### src/rtl/ps2_pkg.sv
// ps2_pkg: shared constants, FSM encoding and event layout for the PS/2 event decoder
package ps2_pkg;
    localparam logic [7:0] PS2_E0   = 8'hE0;
    localparam logic [7:0] PS2_F0   = 8'hF0;
    localparam logic [7:0] PS2_E1   = 8'hE1;
    localparam logic [7:0] PS2_ERR0 = 8'h00;
    localparam logic [7:0] PS2_ERR1 = 8'hFF;
    localparam int PAUSE_SKIP = 7;
    localparam logic [2:0] ST_IDLE    = 3'd0;
    localparam logic [2:0] ST_EXT     = 3'd1;
    localparam logic [2:0] ST_BRK     = 3'd2;
    localparam logic [2:0] ST_EXT_BRK = 3'd3;
    localparam logic [2:0] ST_PAUSE   = 3'd4;
    typedef struct packed {
        logic       ext;
        logic       rel;
        logic [7:0] code;
    } ps2_event_t;
endpackage

### src/rtl/ps2_event_decoder_if.sv
// ps2_event_decoder_if: scan-byte input stream and key-event output handshake
interface ps2_event_decoder_if;
    logic [7:0] byte_in;
    logic       byte_valid;
    logic       parity_ok;
    logic       ev_valid;
    logic       ev_ready;
    logic [7:0] ev_code;
    logic       ev_ext;
    logic       ev_rel;
    logic       overflow;
    logic       parity_err;
    modport master (
        output byte_in, byte_valid, parity_ok, ev_ready,
        input  ev_valid, ev_code, ev_ext, ev_rel, overflow, parity_err
    );
    modport slave (
        input  byte_in, byte_valid, parity_ok, ev_ready,
        output ev_valid, ev_code, ev_ext, ev_rel, overflow, parity_err
    );
endinterface

### src/rtl/ps2_event_fifo.sv
// ps2_event_fifo: first-word fall-through FIFO, head reads as zero when empty
module ps2_event_fifo #(
    parameter int WIDTH = 10,
    parameter int DEPTH = 4
) (
    input  logic             clk,
    input  logic             rst,
    input  logic             push,
    input  logic             pop,
    input  logic [WIDTH-1:0] din,
    output logic [WIDTH-1:0] dout,
    output logic             full,
    output logic             empty
);
    localparam int AW = $clog2(DEPTH);
    logic [WIDTH-1:0] mem [DEPTH];
    logic [AW:0] wptr, rptr;
    logic wr, rd;
    assign empty = wptr == rptr;
    assign full  = (wptr[AW] != rptr[AW]) && (wptr[AW-1:0] == rptr[AW-1:0]);
    assign rd    = pop && !empty;
    assign wr    = push && (!full || rd);
    assign dout  = empty ? '0 : mem[rptr[AW-1:0]];
    // wrap-bit pointers; a pop frees the slot a same-cycle push into a full FIFO reuses
    always_ff @(posedge clk or posedge rst)
        if (rst) begin
            wptr <= '0;
            rptr <= '0;
        end else begin
            wptr <= wr ? wptr + 1'b1 : wptr;
            rptr <= rd ? rptr + 1'b1 : rptr;
        end
    // storage needs no reset, the head is masked while empty
    always_ff @(posedge clk)
        if (wr) mem[wptr[AW-1:0]] <= din;
endmodule

### src/rtl/ps2_event_decoder.sv
// ps2_event_decoder: folds E0/F0/E1 prefix sequences into key events and queues them
module ps2_event_decoder
    import ps2_pkg::*;
#(
    parameter int DEPTH          = 4,
    parameter int TIMEOUT_CYCLES = 1000000
) (
    input logic clk,
    input logic rst,
    ps2_event_decoder_if.slave bus
);
    localparam int TW = $clog2(TIMEOUT_CYCLES + 1);
    logic [2:0] state, nstate, cur, skip, nskip;
    logic [TW-1:0] tcnt;
    logic timeout, bad, e0, f0, e1, pfx, push, pop, full, empty, ovf, perr;
    ps2_event_t ev_in, head;
    assign e0      = bus.byte_in == PS2_E0;
    assign f0      = bus.byte_in == PS2_F0;
    assign e1      = bus.byte_in == PS2_E1;
    assign pfx     = e0 || f0 || e1;
    assign bad     = !bus.parity_ok || bus.byte_in == PS2_ERR0 || bus.byte_in == PS2_ERR1;
    assign timeout = (state != ST_IDLE) && (tcnt == TW'(TIMEOUT_CYCLES - 1));
    assign cur     = timeout ? ST_IDLE : state;
    assign pop     = !empty && bus.ev_ready;
    // next prefix state and event to push; a byte landing on the timeout decodes from IDLE
    always_comb begin
        nstate = cur;
        nskip  = skip;
        push   = 1'b0;
        ev_in  = '{ext: 1'b0, rel: 1'b0, code: bus.byte_in};
        if (bus.byte_valid && bad)
            nstate = ST_IDLE;
        else if (bus.byte_valid)
            case (cur)
                ST_IDLE: begin
                    nstate = e0 ? ST_EXT : f0 ? ST_BRK : e1 ? ST_PAUSE : ST_IDLE;
                    nskip  = e1 ? 3'(PAUSE_SKIP) : skip;
                    push   = !pfx;
                end
                ST_EXT: begin
                    nstate    = f0 ? ST_EXT_BRK : e0 ? ST_EXT : ST_IDLE;
                    push      = !(e0 || f0);
                    ev_in.ext = 1'b1;
                end
                ST_BRK: begin
                    nstate    = f0 ? ST_BRK : e0 ? ST_EXT_BRK : ST_IDLE;
                    push      = !(e0 || f0);
                    ev_in.rel = 1'b1;
                end
                ST_EXT_BRK: begin
                    nstate    = pfx ? ST_EXT_BRK : ST_IDLE;
                    push      = !pfx;
                    ev_in.ext = 1'b1;
                    ev_in.rel = 1'b1;
                end
                ST_PAUSE: begin
                    nskip      = skip - 3'd1;
                    push       = nskip == 3'd0;
                    nstate     = push ? ST_IDLE : ST_PAUSE;
                    ev_in.code = PS2_E1;
                end
                default: nstate = ST_IDLE;
            endcase
    end
    // prefix state, pause skip count and sticky error flags
    always_ff @(posedge clk or posedge rst)
        if (rst) begin
            state <= ST_IDLE;
            skip  <= '0;
            perr  <= 1'b0;
            ovf   <= 1'b0;
        end else begin
            state <= nstate;
            skip  <= nskip;
            perr  <= perr | (bus.byte_valid & !bus.parity_ok);
            ovf   <= ovf | (push & full & !pop);
        end
    // abandonment timer: cleared by every byte, runs only while a prefix is pending
    always_ff @(posedge clk or posedge rst)
        if (rst) tcnt <= '0;
        else     tcnt <= (bus.byte_valid || cur == ST_IDLE) ? '0 : tcnt + 1'b1;
    ps2_event_fifo #(.WIDTH($bits(ps2_event_t)), .DEPTH(DEPTH)) u_fifo (
        .clk  (clk),
        .rst  (rst),
        .push (push),
        .pop  (pop),
        .din  (ev_in),
        .dout (head),
        .full (full),
        .empty(empty)
    );
    assign bus.ev_valid   = !empty;
    assign bus.ev_code    = head.code;
    assign bus.ev_ext     = head.ext;
    assign bus.ev_rel     = head.rel;
    assign bus.overflow   = ovf;
    assign bus.parity_err = perr;
endmodule

### src/flat_wrapper.sv
// flat-port wrapper written by rule: the top's interface ports become plain ports
module ps2_event_decoder_flat import ps2_pkg::*;
#(
    parameter int DEPTH          = 4,
    parameter int TIMEOUT_CYCLES = 1000000
)
  (clk, rst, bus_byte_in, bus_byte_valid, bus_parity_ok, bus_ev_ready, bus_ev_valid, bus_ev_code, bus_ev_ext, bus_ev_rel, bus_overflow, bus_parity_err);
  ps2_event_decoder_if bus_i ();
  input logic clk;
  input logic rst;
  input wire logic [$bits(bus_i.byte_in)-1:0] bus_byte_in;
  input wire logic [$bits(bus_i.byte_valid)-1:0] bus_byte_valid;
  input wire logic [$bits(bus_i.parity_ok)-1:0] bus_parity_ok;
  input wire logic [$bits(bus_i.ev_ready)-1:0] bus_ev_ready;
  output wire logic [$bits(bus_i.ev_valid)-1:0] bus_ev_valid;
  output wire logic [$bits(bus_i.ev_code)-1:0] bus_ev_code;
  output wire logic [$bits(bus_i.ev_ext)-1:0] bus_ev_ext;
  output wire logic [$bits(bus_i.ev_rel)-1:0] bus_ev_rel;
  output wire logic [$bits(bus_i.overflow)-1:0] bus_overflow;
  output wire logic [$bits(bus_i.parity_err)-1:0] bus_parity_err;
  assign bus_i.byte_in = bus_byte_in;
  assign bus_i.byte_valid = bus_byte_valid;
  assign bus_i.parity_ok = bus_parity_ok;
  assign bus_i.ev_ready = bus_ev_ready;
  assign bus_ev_valid = bus_i.ev_valid;
  assign bus_ev_code = bus_i.ev_code;
  assign bus_ev_ext = bus_i.ev_ext;
  assign bus_ev_rel = bus_i.ev_rel;
  assign bus_overflow = bus_i.overflow;
  assign bus_parity_err = bus_i.parity_err;
  ps2_event_decoder #(.DEPTH(DEPTH), .TIMEOUT_CYCLES(TIMEOUT_CYCLES)) u_core (.clk(clk), .rst(rst), .bus(bus_i));
endmodule
### config.mk
export PLATFORM = sky130hd
export DESIGN_NAME = ps2_event_decoder_flat
export DESIGN_NICKNAME = d
export VERILOG_FILES = /design/src/rtl/ps2_pkg.sv /design/src/rtl/ps2_event_decoder_if.sv /design/src/rtl/ps2_event_fifo.sv /design/src/rtl/ps2_event_decoder.sv /design/src/flat_wrapper.sv
export SDC_FILE = /design/constraint.sdc
export NUM_CORES = 1
export LEC_CHECK = 0
export ABC_AREA = 1
export CORE_UTILIZATION = 63
export CTS_CLUSTER_SIZE = 8
export DETAILED_ROUTE_END_ITERATION = 6
export GPL_TIMING_DRIVEN = 0
export HOLD_SLACK_MARGIN = 0.03
export PLACE_DENSITY = 0.9
export SYNTH_ARGS = -nofsm -noshare
export SYNTH_HDL_FRONTEND = slang
export SYNTH_SLANG_ARGS = --single-unit
export TNS_END_PERCENT = 30
### constraint.sdc
create_clock -name clk -period 5.55 [get_ports clk]
set_input_delay 0.555 -clock clk [delete_from_list [all_inputs] [get_ports clk]]
set_output_delay 0.555 -clock clk [all_outputs]
set_load 0.05 [all_outputs]
---- After elaboration in Yosys (flattened, before gate mapping) ----
Memories as Yosys holds them, arrays and structs flattened.
Index checks and enable logic that the tools add are counted.
word-level totals
  register bits ........................... 34
  memory bits (writable) .................. 40
  output and inout bits ................... 13
  memories ................................ 1
operators by class
  add/subtract/negate cells ............... 4
  eq/ne operators ......................... 13
  mux-type cells .......................... 27
  bitwise logic cells ..................... 6
  reduce and logical (&&, ||, !) cells .... 28
memory list
  memory             words  width  rd ports  clocked after Yosys merged registers in  write ports  RTL line              text
  u_core.u_fifo.mem  4      10     1         0                                        1            ps2_event_fifo.sv:16  logic [WIDTH-1:0] mem [DEPTH];
operators with widths
  operator                                              number
  equality test 8 bit (second input constant)           4
  2-to-1 mux 10 bit                                     3
  2-to-1 mux 3 bit                                      10
  adder 20 x 1 -> 20 bit (second input constant)        1
  equality test 20 bit (second input constant)          1
  2-to-1 mux 20 bit                                     1
  one-hot mux 3 bit (5 select lines)                    1
  logical NOT 8 bit                                     1
  2-to-1 mux 8 bit                                      1
  OR reduction 2 bit                                    4
  2-to-1 mux 1 bit                                      7
  adder 3 x 1 -> 3 bit (second input constant)          2
  equality test 3 x 2 -> 1 bit (second input constant)  2
  logical AND 1 bit                                     6
  logical NOT 1 bit                                     6
  logical NOT 3 bit                                     2
  logical OR 1 bit                                      6
  one-hot mux 3 bit (2 select lines)                    1
  2-to-1 mux 2 bit                                      2
  AND reduction 4 bit                                   1
  AND 1 bit                                             3
  equality test 3 x 1 -> 1 bit (second input constant)  1
  equality test 3 bit                                   1
  equality test 3 bit (second input constant)           1
  other kinds (9)                                       10

---- Depth between registers and ports, before layout ----
Gate-level depths: netlist (run 1).
  depth after elaboration ................. 11
  gate-level depth with buffers ........... 13

---- Hierarchy ----
A second synthesis (run 1) with hierarchy kept.
unflattened totals
  cell total of the unflattened synthesis .. 436
  area total of the unflattened synthesis .. 3,841.2 um^2
modules (own cells, without submodules)
  module             times used  cells an instance  area each (um^2)
  ps2_event_fifo     1           188                2,023.2
  ps2_event_decoder  1           248                1,818.0

---- Worst setup path after synthesis (run 1) ----
OpenSTA, ideal clock, no wires.
  kind .................................... register to output
  start point ............................. register u_core.u_fifo.wptr[1]
  end point ............................... output port bus_ev_code[0]
  arrival ................................. 1.799 ns
  data required time ...................... 4.995 ns
  slack ................................... 3.196 ns
  cell stages (with the launch flop) ...... 7
  buffers on the path ..................... 1
  cells stage by stage .................... dfrtp_1 > xor2_1 > a21oi_1 > nand2_1 > clkbuf_1 > nand2_1 > inv_1
on the way
  cells in the longest elaborated chain, start to end .. 2
RTL lines
  item                      RTL line              text
  start: declaration        ps2_event_fifo.sv:17  logic [AW:0] wptr, rptr;
  start signal: assignment  ps2_event_fifo.sv:30  wptr <= wr ? wptr + 1'b1 : wptr;
  equality test 3 bit       ps2_event_fifo.sv:19  assign empty = wptr == rptr;
  2-to-1 mux 10 bit         ps2_event_fifo.sv:23  assign dout = empty ? '0 : mem[rptr[AW-1:0]];
  end: declaration          flat_wrapper.sv:16    output wire logic [$bits(bus_i.ev_code)-1:0] bus_ev_code;
No other way between the ends.

---- Worst setup path in the final report (run 1) ----
  start point ............................. register u_core.u_fifo.rptr[0]
  end point ............................... output port bus_ev_rel
on the way
  cells in the longest elaborated chain, start to end .. 2
RTL lines
  item                                                        RTL line              text
  start: declaration                                          ps2_event_fifo.sv:17
  start signal: assignment                                    ps2_event_fifo.sv:31  rptr <= rd ? rptr + 1'b1 : rptr;
  memory (4 x 10 bit) or equality test 3 bit (tied branches)  --
  2-to-1 mux 10 bit (*)                                       ps2_event_fifo.sv:23
  end: declaration                                            flat_wrapper.sv:18    output wire logic [$bits(bus_i.ev_rel)-1:0] bus_ev_rel;
Mark *: on every way between the ends. The rest lies on a longest branch, timed or not.

==> reports/summary.txt, run 1 <==
CP required = 4990 ps
Core area = 5640 sq um
Nets = 458
Root Buffer = clkbuf_8
Die W = 79.3 um
Commonest non-fill, non-tap cells in the layout = 65 x nor2_1, 65 x nand2_1, 45 x inv_1, 40 x edfxtp_1, 34 x dfrtp_1
Worst slew margin = 0.354
Synth warn = 0
Initial cell density of the core = 0.668
Fill count = 368
Die Footprint = 6290 sq um
Post-cts resize count = 0
Register area = 2050 sq um
Skew final = 7.65 ps
Clk Latency, worst-skew pair = 350 ps
HP Class = reg2reg
Initial antenna violation count = 0
Ys async rst share = 0.459
All-Layer GR Usage = 0.265
Cell Area, Synth = 3770 sq um
Hold Fails Final Rpt = 0
Final Cycle Share = 0.588
Port Buffers = 25
Startpoint Class = register
Post-CTS Setup Bufs = 0
I/O pin cnt = 26
Highest net fanout along the worst path = 10
Net Count, Synth = 422
CP Capture Type = output port
Final Worst Setup Slack = 2290 ps
GP Congestion = 0.847
Arrival @ worst endpoint = 2710 ps
Netlist cell types = 37
Drt first pass iters = 5
H-tree depth = 3
CTS buffer count = 9
Die height = 79.3 um
Final Max Tran Viols = 0
Synth Flop Type = edfxtp_1
WHS Path Cells = 1
Max VDD drop = 0.000536 V
Worst Reg2Reg Path Length in Cells = 9
Pin count of the biggest net entering global routing = 35
Wire per inst = 14.2 um
Fmax = 307 MHz
DR vias/cell = 5.54
CTS tree = done
Syn avg cell area = 9.40 sq um
DRC errors left = 0
First-pass GRT wire length = 12.3 mm
Pre-CTS setup slack = 2380 ps
CP Class = reg2out
Via count = 2845
# clock sinks = 74
Inserted Diodes = 0
Max Cap Viol = 0
Synthesis-to-finish area growth = 14.1%
Clk buf depth = 2
Setup TNS Final = 0 ps
Final wirelength = 7.31 mm
Via count of the first global-routing pass = 2760
Endpoints failing setup = 0
Antenna Nets Post-Route = 0
#FFs+latches synth = 74
CTS Hold Bufs = 0
Post-layout min period = 3260 ps
Number of flops mapped to enable cells by yosys = 40
Iter 0 DRT Violations = 240
Cell row count = 27
Gate Count Post-Synth = 401
Multi-input gate area = 1480 sq um
Worst-Margin Slew = 966 ps
Static Leak = 1.72 nW
Worst-path clk slew = 70 ps
RSZ-0062 raised after global routing = no
Proportion of layout cells with a drive suffix above 1 = 0.120
Cell Pwr Density = 452 nW/um^2
Gr ovfl total = 0
DP HPWL = 5.05 mm
Status = finished, final reports clean
Register area share after synthesis = 0.544
## synth_stat cells, drive strengths merged (3+ instances only)
library cell | n | area share
clkbuf | 6 | 0.0060
a21oi | 10 | 0.014
nand2 | 70 | 0.076
nor3 | 8 | 0.011
xor2 | 11 | 0.026
edfxtp | 40 | 0.32
ha | 8 | 0.027
inv | 53 | 0.053
nand4 | 8 | 0.013
xnor2 | 5 | 0.012
o21ai | 22 | 0.031
nor4 | 3 | 0.0050
nand3 | 21 | 0.039
dfrtp | 34 | 0.23
o32ai | 10 | 0.023
nor2 | 78 | 0.093
## final timing paths
path                                             from                 endpoint  slack, ps
worst min-delay path            u_core.bus.parity_err    u_core.bus.parity_err        490
worst max-delay path            u_core.u_fifo.rptr[0]               bus_ev_rel       2290
max in group asynchronous                         rst    u_core.bus.parity_err       4460
worst max register to register         u_core.tcnt[0]  u_core.u_fifo.mem[3][9]       2830
min in group asynchronous                         rst      u_core.bus.overflow        630
worst min register to register  u_core.bus.parity_err    u_core.bus.parity_err        490
## metrics by stage
stage	instance area (sq um)	total power, mW	utilization	hold WS, ps	std cells
final	4300	1.94	0.762	492	514
after global routing	4300	2.04	0.762	513	514
after detailed placement	4110	1.55	0.728	484	498
after floorplan	3770	1.28	-	424	401
after CTS	4300	1.95	0.762	499	514
after global placement	4110	1.52	0.728	440	498
## kinds of logic (layout without fill, tap and decap cells)
kind of cell             count (synthesis)  in the layout  share of synthesized area
AO/OA/AOI/OAI                           47             47                     0.0784
XOR/XNOR                                16             16                     0.0372
adder cells (fa/ha/maj)                  8              8                     0.0266
buffers and inverters                   63            104                     0.0634
flip-flops                              74             74                      0.544
multiplexers                             1              1                    0.00299
AND/OR/NAND/NOR                        192            192                      0.247
## metal layers
metal / global-route usage / part of all wire
met1: 0.325 / 0.42
met3: 0.0552 / 0.062
met2: 0.439 / 0.49
met4: 0.142 / 0.025
met5: 0 / 0
## sequential cells by signal (all words and copies together) (netlist names)
signal                 count
u_core.u_fifo.mem         40
u_core.u_fifo.rptr         3
u_core.bus.overflow        1
u_core.skip                3
u_core.u_fifo.wptr         3
u_core.bus.parity_err      1
u_core.tcnt               20
u_core.state               3
## power breakdown
part / switching (mW) / leakage [nW] / internal, mW
Sequential: 0.0401 / 0.814 / 0.643
Clock: 0.202 / 0.0954 / 0.206
Combinational: 0.580 / 0.809 / 0.272
## critical path: stages, from the launching register on
cell and delay, ps:
dfrtp_1 420, inv_1 130, clkbuf_1 460, nor2_1 90
o32ai_1 290, nand2_1 110, inv_1 70, clkdlybuf4s50_1 790
## cell type report
class / count / area share
sequential: 74 / 0.477
multi-input combinational: 264 / 0.344
timing repair buffer: 25 / 0.0582
inverter: 55 / 0.0483
clock buffer: 9 / 0.0288
tap: 72 / 0.0209
clock inverter: 7 / 0.0160
buffer: 8 / 0.00727
Power figures use the tool's default switching activity.
==> run 2: changes to the inputs <==
CORE_UTILIZATION = 53   (was 63)
PLACE_DENSITY = 0.82   (was 0.9)
clock period = 3 ns   (was 5.55 ns; I/O delays follow)
==> run 2 against run 1 <==
Effect of this change: worst setup slack got worse by 2100 ps; first-iteration DRC count shrank 38%; sequential power grew 86%; clock skew shrank 1.4 ps; non-clock buffer count unchanged; highest routed layer unchanged; final cell count increased by 4.7%; total power is 85% higher; global-route usage shrank 3.7 points.
==> reports/summary.txt, run 2 (synthesis gave the netlist of run 1 again) <==
Proportion of layout cells with a drive suffix above 1 = 0.127 (+0.00679)
Post-layout min period = 2810 ps
Initial cell density of the core = 0.552 (-0.116)
Skew final = 6.22 ps (-1.43 ps)
Highest net fanout along the worst path = 10 (unchanged)
Core area = 6830 sq um (+21%)
Static Leak = 1.74 nW (+0.97%)
Status = finished, final reports clean
Iter 0 DRT Violations = 149 (-38%)
RSZ-0062 raised after global routing = no
Startpoint Class = register
Clk buf depth = 2 (unchanged)
Worst reg2reg setup slack = 210 ps (-2620 ps)
Switching Share = 0.421 (-0.00238)
Wire per inst = 13.9 um (-2.4%)
All-Layer GR Usage = 0.228 (-0.0373)
Power Total = 3.59 mW (+85%)
Initial antenna violation count = 0 (unchanged)
H-tree depth = 3 (unchanged)
Worst slew margin = 0.272 (-0.0821)
Worst Reg2Reg Path Length in Cells = 9 (unchanged)
Worst-path clk slew = 80 ps (about the same)
P_sw = 1.51 mW (+84%)
Synthesis-to-finish area growth = 15.1%
Max Cap Viol = 0 (unchanged)
First-pass GRT wire length = 12.8 mm (+3.6%)
CP required = 2700 ps (-2290 ps)
RR Startpoint = u_core.tcnt[0]
Die height = 86.3 um (+8.8%)
Cell row count = 30 (+11%)
Inserted Diodes = 0 (unchanged)
Pre-CTS setup slack = -20.1 ps (-2400 ps)
DR vias/cell = 5.27 (-4.8%)
Max FFs per register = 40 (unchanged)
Pin count of the biggest net entering global routing = 35 (unchanged)
Int Pwr = 2.08 mW (+86%)
CTS buffer count = 9 (unchanged)
DRC errors left = 0 (unchanged)
Commonest non-fill, non-tap cells in the layout = 65 x nor2_1, 65 x nand2_1, 45 x inv_1, 40 x edfxtp_1, 34 x dfrtp_1
CP Capture Type = output port
Worst-Margin Slew = 1090 ps (+123 ps)
Port Buffers = 25 (unchanged)
CTS tree = done
Final Max Tran Viols = 0 (unchanged)
HP Class = in2async
Clk Latency, worst-skew pair = 340 ps (about the same)
Antenna Nets Post-Route = 0 (unchanged)
Post-CTS Setup Bufs = 0 (unchanged)
Endpoints failing setup = 0 (unchanged)
CP Class = reg2out
Final Worst Setup Slack = 186 ps (-2100 ps)
Root Buffer = clkbuf_8
Drt first pass iters = 5 (unchanged)
Fmax = 355 MHz
GP Congestion = 0.834 (-1.5%)
I/O pin cnt = 26 (unchanged)
Nets = 458 (unchanged)
Final wirelength = 7.46 mm (+2.1%)
Reg power frac = 0.352 (about the same)
Die W = 86.3 um (+8.8%)
Cell Pwr Density = 828 nW/um^2 (+83%)
CTS Hold Bufs = 0 (unchanged)
DP HPWL = 5.35 mm (+5.8%)
Hold Fails Final Rpt = 0 (unchanged)
Final Cycle Share = 0.938
Gr ovfl total = 0 (unchanged)
Die Footprint = 7450 sq um (+18%)
Combinational power share = 0.440 (about the same)
Setup crit start = u_core.u_fifo.rptr[1]
Arrival @ worst endpoint = 2510 ps (-200 ps)
Via count = 2834 (-0.39%)
# clock sinks = 74 (unchanged)
Via count of the first global-routing pass = 2961 (+7.3%)
Clk pwr share = 0.208 (-0.002)
Max VDD drop = 0.000310 V (-42%)
Worst setup endpoint = bus_ev_code[6]
Reg2reg end = u_core.u_fifo.mem[3][1]
Fin Hold WS = 386 ps (-106 ps)
-- run 2: cell count changes in the layout (fill, tap and decap cells not counted), sizes merged --
cell      before  now
inv           54   53
clkinv         5    8
clkbuf        15   16
clkinvlp       2    0
buf            2    1
-- run 2: worst min path at each step --
stage	start	end	slack (ps)	depth (start not counted)
6_report	rst	u_core.u_fifo.rptr[2]	390	2
5_1_grt	rst	u_core.u_fifo.rptr[0]	440	2
4_1_cts	u_core.tcnt[0]	u_core.tcnt[0]	470	1
3_5_place_dp	u_core.tcnt[0]	u_core.tcnt[0]	450	1
3_3_place_gp	u_core.tcnt[0]	u_core.tcnt[0]	440	1
2_1_floorplan	bus_byte_valid	u_core.state[1]	390	1
-- run 2: metal layers --
layer | up-vias | track usage | wire [um]
met1 | 1353 | 0.244 | 3050
li1 | 1395 | - | -
met2 | 67 | 0.417 | 3910
met3 | 19 | 0.0429 | 294
met5 | - | 0 | 0
met4 | 0 | 0.133 | 203
-- run 2: through the flow --
step | utilization | cell area, sq um | std cells | setup TNS, ps
floorplan | - | 3770 | 401 | 0
global placement | 0.606 | 4140 | 522 | 0
detailed placement | 0.606 | 4140 | 522 | -193
CTS | 0.634 | 4330 | 538 | 0
global route | 0.635 | 4340 | 538 | 0
finish | 0.635 | 4340 | 538 | 0
-- run 2: timing repair --
action	CTS	global route
setup endpoints to repair	0	9
hold endpoints to repair	0	0
gates resized for setup	0	7
-- run 2: critical path, stage by stage, from the launching register on --
cell and delay [ps]:
dfrtp_1 440, clkbuf_1 390, o21ai_0 180, o32ai_1 170, nand2_1 100, inv_1 80
clkdlybuf4s50_1 810
-- run 2: layout make-up --
cell class	instances	area, sq um
fill	586	2490
sequential	74	2050
multi-input combinational	264	1480
timing repair buffer	25	250
inverter	55	208
clock buffer	9	124
tap	96	120
clock inverter	7	70.1
buffer	8	36.3
-- run 2: power groups by stage --
| stage | combinational (mW) | clock, mW | sequential, mW |
|---|---|---|---|
| floorplan | 1.09 | 0 | 1.29 |
| global placement | 1.54 | 0 | 1.28 |
| finish | 1.58 | 0.746 | 1.27 |
| CTS | 1.58 | 0.759 | 1.26 |
| global route | 1.70 | 0.803 | 1.28 |
| detailed placement | 1.58 | 0 | 1.29 |
==> run 3: changes to the inputs <==
CORE_UTILIZATION = 36   (was 53)
PLACE_DENSITY = 0.61   (was 0.82)
==> run 3 against run 2 <==
Effect of this change: sequential cell count did not move; largest cell class unchanged; non-clock buffer count did not move; routed wire length rose by 3.7%; critical endpoint is now bus_ev_ext; worst hold slack got worse by 7.1 ps.
==> reports/summary.txt, run 3 (synthesis gave the netlist of run 1 again) <==
CP max stage cell = clkdlybuf4s50_1
Final Cycle Share = 0.948 (+0.0103)
CP Capture Type = output port
Top delay family on crit path = buffers and inverters
Antenna Nets Post-Route = 0 (unchanged)
Worst reg2reg setup slack = 260 ps (+50 ps)
Met2 Resource Use GR = 0.271 (-0.146)
First-pass GRT wire length = 13.4 mm (+5.1%)
Gr ovfl total = 0 (unchanged)
Inserted Diodes = 0 (unchanged)
Worst-Margin Slew = 1060 ps (-33.2 ps)
CTS buffer count = 9 (unchanged)
Clk Latency, worst-skew pair = 360 ps (+20 ps)
HP Class = in2async
M3 GR Usage = 0.0301 (-0.0128)
Pin count of the biggest net entering global routing = 35 (unchanged)
DRC errors left = 0 (unchanged)
Fill count = 947 (+62%)
Initial antenna violation count = 0 (unchanged)
Nets = 458 (unchanged)
All-Layer GR Usage = 0.157 (-0.0701)
Die Footprint = 10900 sq um (+46%)
Static Leak = 1.72 nW (-0.66%)
Status = finished, final reports clean
Port Buffers = 25 (unchanged)
Synthesis-to-finish area growth = 15.8%
CTS Hold Bufs = 0 (unchanged)
Met1 usage = 0.189 (-0.0553)
CTS tree = done
Highest net fanout along the worst path = 10 (unchanged)
CP bufs+invs = 3 (unchanged)
Max FFs per register = 40 (unchanged)
Root Buffer = clkbuf_8
Power Total = 3.53 mW (-1.8%)
Commonest non-fill, non-tap cells in the layout = 65 x nor2_1, 65 x nand2_1, 45 x inv_1, 40 x edfxtp_1, 34 x dfrtp_1
Final Worst Setup Slack = 155 ps (-30.9 ps)
RR Startpoint = u_core.tcnt[0]
Cell row count = 36 (+20%)
Startpoint Class = register
CP required = 2700 ps (about the same)
GP Congestion = 0.826 (-0.97%)
Arrival @ worst endpoint = 2550 ps (+40 ps)
# clock sinks = 74 (unchanged)
Worst slew margin = 0.294 (+0.0222)
CP peak stage delay = 800 ps (about the same)
Die W = 104 um (+21%)
Endpoints failing setup = 0 (unchanged)
Final Max Tran Viols = 0 (unchanged)
Initial cell density of the core = 0.379 (-0.173)
Reg2reg end = u_core.u_fifo.mem[3][8]
Wire per inst = 13.5 um (-2.9%)
Cell Pwr Density = 809 nW/um^2 (-2.3%)
Via count = 2800 (-1.2%)
Worst Reg2Reg Path Length in Cells = 9 (unchanged)
Fmax = 351 MHz (-1.1%)
Via count of the first global-routing pass = 2841 (-4.1%)
I/O pin cnt = 26 (unchanged)
CP Class = reg2out
Pre-CTS setup slack = -111 ps (-90.9 ps)
Proportion of layout cells with a drive suffix above 1 = 0.127 (unchanged)
RSZ-0062 raised after global routing = no
Max Cap Viol = 0 (unchanged)
Worst-path clk slew = 80 ps (about the same)
Max VDD drop = 0.000582 V (+88%)
DP HPWL = 5.35 mm (about the same)
Post-layout min period = 2850 ps (+30.9 ps)
Drt first pass iters = 6 (+1)
Hold Fails Final Rpt = 0 (unchanged)
Core area = 9950 sq um (+46%)
Iter 0 DRT Violations = 141 (-5.4%)
Final wirelength = 7.74 mm (+3.7%)
Crit path cell chain = clkbuf_1 > o21ai_0 > o32ai_1 > nand2_1 > inv_1 > clkdlybuf4s50_1
Clk buf depth = 2 (unchanged)
GR peak layer = met2
H-tree depth = 3 (unchanged)
Multi-input gate area = 1480 sq um (unchanged)
DR vias/cell = 4.87 (-7.6%)
Die height = 104 um (+21%)
Skew final = 12.6 ps (+6.41 ps)
Final Util = 0.438 (-0.197)
Register area = 2050 sq um (unchanged)
## run 3: changes by cell type in the layout (fill, tap and decap cells not counted), sizes merged
cell	before	now
clkbuf	16	18
bufinv	1	0
clkinv	8	6
clkinvlp	0	1
## run 3: worst max path at each step
stage	depth (start not counted)	startpoint	end	slack, ps
6_report	6	u_core.u_fifo.rptr[1]	bus_ev_ext	150
5_1_grt	11	u_core.tcnt[0]	u_core.u_fifo.mem[3][8]	0.9
4_1_cts	7	u_core.u_fifo.rptr[0]	bus_ev_rel	70
3_5_place_dp	11	bus_byte_in[2]	u_core.u_fifo.mem[3][0]	-110
3_3_place_gp	11	bus_byte_in[3]	u_core.u_fifo.mem[3][0]	-130
2_1_floorplan	9	u_core.tcnt[0]	u_core.u_fifo.mem[3][0]	770
## run 3: metal layers
metal / part of all wire / routed length, um
met5: 0 / 0
met4: 0.023 / 175
met3: 0.029 / 224
met2: 0.49 / 3820
met1: 0.45 / 3520
## run 3: where the power goes
group | internal [mW] | switching, mW | total, mW
clock network | 0.320 | 0.370 | 0.690
registers | 1.19 | 0.0703 | 1.26
logic | 0.509 | 1.07 | 1.58
total | 2.02 | 1.51 | 3.53
## run 3: layout make-up
type	instances	area share
plain buffers	8	0.00832
clock buffers	11	0.0324
clock inverters	5	0.00717
inverters	55	0.0476
multi-input cells	264	0.339
flip-flops and latches	74	0.470
well taps	133	0.0381
repair buffers	25	0.0574
## run 3: through the flow
step	instances	instance area [sq um]	hold WS [ps]	setup TNS, ps
6_report	575	4360	379	0
5_1_grt	575	4360	473	0
3_5_place_dp	559	4190	454	-1100
2_1_floorplan	401	3770	392	0
4_1_cts	575	4360	464	0
3_3_place_gp	559	4190	438	-1250
## run 3: timing repair
action / in CTS / in global routing
gates resized for setup: 1 / 5
hold endpoints to repair: 0 / 0
setup buffers: 0 / 0
setup endpoints to repair: 1 / 9
